`src/rtl/mem_port_pkg.sv`:
```
// Shared definitions for the per-core memory request port: FSM state and
// access-type encodings plus default bus widths.
package mem_port_pkg;

  localparam int ADDR_W_DEF = 32;
  localparam int DATA_W_DEF = 32;

  typedef enum logic [1:0] {
    IDLE = 2'd0,
    REQ  = 2'd1,
    DONE = 2'd2
  } state_t;

  typedef enum logic {
    OP_RD = 1'b0,
    OP_WR = 1'b1
  } op_t;

endpackage

```
`src/rtl/sat_counter.sv`:
```
// Up-counter that sticks at its all-ones value instead of wrapping.
module sat_counter #(
  parameter int W = 16
) (
  input  logic         clk,
  input  logic         rst,
  input  logic         inc,
  output logic [W-1:0] count
);

  // NOTE: sequential state uses non-blocking assignments so every flop
  // samples pre-edge values regardless of process ordering.
  always_ff @(posedge clk or posedge rst) begin
    if (rst) begin
      count <= '0;
    end else if (inc && (count != '1)) begin
      count <= count + 1'b1;
    end
  end

endmodule

```
`src/rtl/mem_req_port.sv`:
```
// Per-core front end between a MIPS32 MEM stage and its shared-RAM arbiter
// port: holds a request until granted, stalls the core, captures load data.
module mem_req_port
  import mem_port_pkg::*;
#(
  parameter int ADDR_W = ADDR_W_DEF,
  parameter int DATA_W = DATA_W_DEF,
  parameter int CNT_W  = 16
) (
  input  logic              clk,
  input  logic              rst,
  input  logic              cpu_memread,
  input  logic              cpu_memwrite,
  input  logic [ADDR_W-1:0] cpu_addr,
  input  logic [DATA_W-1:0] cpu_wdata,
  output logic [DATA_W-1:0] cpu_rdata,
  output logic              cpu_stall,
  output logic              arb_req,
  output logic [ADDR_W-1:0] arb_addr,
  output logic [DATA_W-1:0] arb_wdata,
  output logic              arb_memwrite,
  output logic              arb_memread,
  input  logic [DATA_W-1:0] arb_rdata,
  input  logic              arb_grant,
  output logic [CNT_W-1:0]  wait_cycles,
  output logic              err_rw
);

  state_t state, state_nxt;
  op_t    op;
  logic   access;

  assign access = cpu_memread | cpu_memwrite;

  always_ff @(posedge clk or posedge rst) begin
    if (rst) begin
      state <= IDLE;
    end else begin
      state <= state_nxt;
    end
  end

  // NOTE: every output of this block gets a default first, so no path can
  // leave a signal unassigned and infer a latch.
  always_comb begin
    state_nxt    = state;
    arb_req      = 1'b0;
    arb_memread  = 1'b0;
    arb_memwrite = 1'b0;
    cpu_stall    = 1'b0;
    unique case (state)
      IDLE: begin
        cpu_stall = access;
        if (access) state_nxt = REQ;
      end
      REQ: begin
        arb_req      = 1'b1;
        arb_memread  = (op == OP_RD);
        arb_memwrite = (op == OP_WR);
        cpu_stall    = 1'b1;
        if (arb_grant) state_nxt = DONE;
      end
      // The grant seen here is stale (it answers last cycle's request),
      // so strobes stay low and it is ignored.
      DONE: state_nxt = IDLE;
      default: state_nxt = IDLE;
    endcase
    if (rst) cpu_stall = 1'b0;
  end

  always_ff @(posedge clk or posedge rst) begin
    if (rst) begin
      arb_addr  <= '0;
      arb_wdata <= '0;
      op        <= OP_RD;
      cpu_rdata <= '0;
      err_rw    <= 1'b0;
    end else begin
      if ((state == IDLE) && access) begin
        arb_addr  <= cpu_addr;
        arb_wdata <= cpu_wdata;
        op        <= cpu_memwrite ? OP_WR : OP_RD;
        if (cpu_memread && cpu_memwrite) err_rw <= 1'b1;
      end
      if ((state == REQ) && arb_grant && (op == OP_RD)) begin
        cpu_rdata <= arb_rdata;
      end
    end
  end

  sat_counter #(.W(CNT_W)) u_wait_cnt (
    .clk   (clk),
    .rst   (rst),
    .inc   ((state == REQ) && !arb_grant),
    .count (wait_cycles)
  );

endmodule

```
`config.mk`:
```
export PLATFORM = sky130hd
export DESIGN_NAME = mem_req_port
export DESIGN_NICKNAME = d
export VERILOG_FILES = /design/src/rtl/mem_port_pkg.sv /design/src/rtl/sat_counter.sv /design/src/rtl/mem_req_port.sv
export SDC_FILE = /design/constraint.sdc
export NUM_CORES = 1
export LEC_CHECK = 0
export ABC_AREA = 1
export CELL_PAD_IN_SITES_DETAIL_PLACEMENT = 0
export CELL_PAD_IN_SITES_GLOBAL_PLACEMENT = 1
export CORE_UTILIZATION = 27
export DETAILED_ROUTE_END_ITERATION = 12
export PLACE_DENSITY_LB_ADDON = 0.3
export SYNTH_ARGS = -nofsm -noshare
export SYNTH_HDL_FRONTEND = slang
export SYNTH_HIERARCHICAL = 1
export SYNTH_SLANG_ARGS = --single-unit
```
`constraint.sdc`:
```
create_clock -name clk -period 3.6 [get_ports clk]
set_clock_uncertainty 0.15 [all_clocks]
set_input_delay 0.9 -clock clk [delete_from_list [all_inputs] [get_ports clk]]
set_output_delay 0.9 -clock clk [all_outputs]
set_load 0.005 [all_outputs]
```
==> reports/qor.txt <==
Critical path launch point type -> flop
DR top layer -> met4
Synth area leader -> dfrtp_1
TritonCTS Buffers -> 17
Clock latency on the worst-skew pair -> 0.41 ns
Initial antenna violation count -> 0
Clock Tree Root -> clkbuf_16
Largest fanout on the critical path -> 21
Cell Area, Placed -> 0.00746 sq mm
Leakage power -> 3.75 nW
All-layer global routing usage -> 0.170
Pwr dens -> 841 mW/mm^2
Post-CTS Repair Setup Buffers -> 0
Num ports -> 218
Worst setup margin -> 0.283 ns
Layout cells sized above 1 -> 0.0832
Met2 WL post-DR -> 7790 um
Clk buf depth -> 2
Peak VDD IR -> 366 uV
CTS resizes -> 0
Die X -> 140 um
Internal cell power -> 0.00452 W
# DRC -> 0
Post-Synth Adder-Cell Area -> 0.00244
Final count of hold timing violations -> 0
Clock period minus final worst setup slack -> 3.32 ns
Outcome -> complete, no violations
Die area -> 0.0195 sq mm
Global-route wire length before repair -> 26000 um
Vias -> 4844
Clock Sinks -> 116
Hold crit path type -> flop to flop
HPWL after detailed placement -> 11000 um
Nets -> 906
H-tree levels -> 4
Largest family of logic cells by synthesized area -> simple AND/OR/NAND/NOR gates
Vias in the first global route -> 4936
Worst reg-to-reg path cell count -> 8
Setup-failing EPs final -> 0
#FFs+latches synth -> 116
Critical Path End Type -> output pin
Dpl ws -> 0.296 ns
Sequential-to-total area share from yosys stat -> 0.567
Routed WL -> 15900 um
Mux cell area share after synthesis -> 0
Post-route ant nets -> 0
Largest net degree at the start of global routing -> 101
Slew Limit Fails -> 0
Max Clk Rate -> 0.301 GHz
Post-Syn Area per Cell -> 8.61 sq um
Reported net switching power -> 0.00229 W
Crit path DAT -> 2.27 ns
Wire length on met3 -> 895 um
# rows -> 50
DRT Pass-1 Iters -> 4
Synth Instances -> 595
1st-iter DRT viols -> 248
Top post-synthesis cells by area -> dfrtp_1, nand2_1, nand3_1
Area growth syn-to-layout -> 58.0%
Wirelength per Cell -> 15.2 um
Congestion Overflow GR -> 0
Tcrit/Tclk final -> 0.921
M1 WL -> 7030 um
Std-Cell Core Area -> 0.0186 sq mm
Seq pwr share -> 0.334
Synth Area in Compound Gates -> 0.0183
# diodes -> 0
Logic pwr share -> 0.402
Die Ht -> 140 um
Fin Setup TNS -> 0 ns
Hold_buf cts -> 0
Worst-Margin Slew -> 0.716 ns
Sw frac -> 0.337
Max_slew headroom -> 0.523
Synth cell types -> 25
Initial Utilization -> 0.275
Syn Std Cell Area -> 0.00512 sq mm
Critical path class -> flop to output pin
Reg2reg setup slack -> 1.21 ns
Yosys top cell area share -> 0.567
Reg clk slew, reported paths -> 0.05 ns
Data required, critical path -> 2.55 ns
Synth Area in XOR/XNOR -> 0.00684
Final Wtd Congestion -> 0.766
Commonest non-fill, non-tap cell in the layout -> nand2_1
Clock power frac -> 0.264
Mapped Nets -> 697
Simple-gate portion of the synthesized area -> 0.347
CTS tree -> yes
Max-cap violation count -> 0
Yosys warnings -> 6
RSZ-0062 raised after global routing -> no
Commonest non-fill, non-tap cells in the layout -> nand2_1, clkdlybuf4s50_1, dfrtp_1, nand3_1, nand4_1
Final Cell Area -> 0.00809 sq mm
I/O Buffers -> 217
Vias per cell -> 4.61
Hold path cells -> 2
worst max-delay path, stage by stage, from the launching register on:
cell and delay, ns:
dfrtp_1 0.44, inv_2 0.07, nor2_4 0.39, inv_1 0.24, nor2_1 0.16, clkdlybuf4s50_1 0.57
final timing paths:
path                                   from                    to
worst max-delay path               state[0]           arb_memread
min in group asynchronous               rst  u_wait_cnt/count[15]
worst max register to register     state[0]  u_wait_cnt/count[10]
worst min-delay path            arb_addr[9]           arb_addr[9]
max in group asynchronous               rst          arb_addr[28]
worst min register to register  arb_addr[9]           arb_addr[9]
power groups by stage:
stage | Sequential [W] | Combinational, W | Clock [W]
2_1_floorplan | 0.00229 | 0.00117 | 0
3_3_place_gp | 0.00227 | 0.00275 | 0
3_5_place_dp | 0.00229 | 0.00279 | 0
4_1_cts | 0.00228 | 0.00279 | 0.00185
5_1_grt | 0.00235 | 0.00302 | 0.00192
6_report | 0.00227 | 0.00274 | 0.00180
final cells by class:
cell class                      count  area (sq um)
Inverter                           24          93.8
Clock inverter                     14           200
Tap cell                          234           293
Multi-Input combinational cell    420          1930
Fill cell                        1798         10500
Timing Repair Buffer              225          2240
Sequential cell                   116          2900
Clock buffer                       18           429
flip-flops by register name (all words and copies together) (netlist names):
| name | cells |
|---|---|
| cpu_rdata | 32 |
| op | 1 |
| err_rw | 1 |
| arb_addr | 32 |
| state | 2 |
| u_wait_cnt/count | 16 |
| arb_wdata | 32 |
through the flow:
step	std cells	power [W]	hold slack (ns)	utilization
after floorplan	595	0.00346	0.315	-
after global placement	1019	0.00502	0.303	0.400
after detailed placement	1019	0.00508	0.307	0.400
after CTS	1051	0.00693	0.322	0.434
after global routing	1051	0.00730	0.339	0.434
final	1051	0.00681	0.316	0.434
metal layers:
metal,GRT usage,up-vias
met1,0.204,2326
met3,0.0454,16
met4,0.0584,0
met5,0,-
li1,-,2341
met2,0.293,161
cell usage after synthesis (all sizes together):
cell / n
o21ai: 11
nand4: 38
dfrtp: 116
nand2: 261
nand3b: 2
a21oi: 1
ha: 1
o21bai: 1
nor2: 28
buf: 29
clkinv: 1
xor2: 2
nand3: 73
xnor2: 2
inv: 23
clkbuf: 6
logic make-up (layout without fill, tap and decap cells):
family / Yosys count / count (layout)
simple gates: 402 / 402
flops: 116 / 116
buf+inv: 59 / 281
compound gates: 13 / 13
xor+xnor: 4 / 4
fa+ha+maj: 1 / 1
No activity file was read; power rests on OpenSTA's default activity.
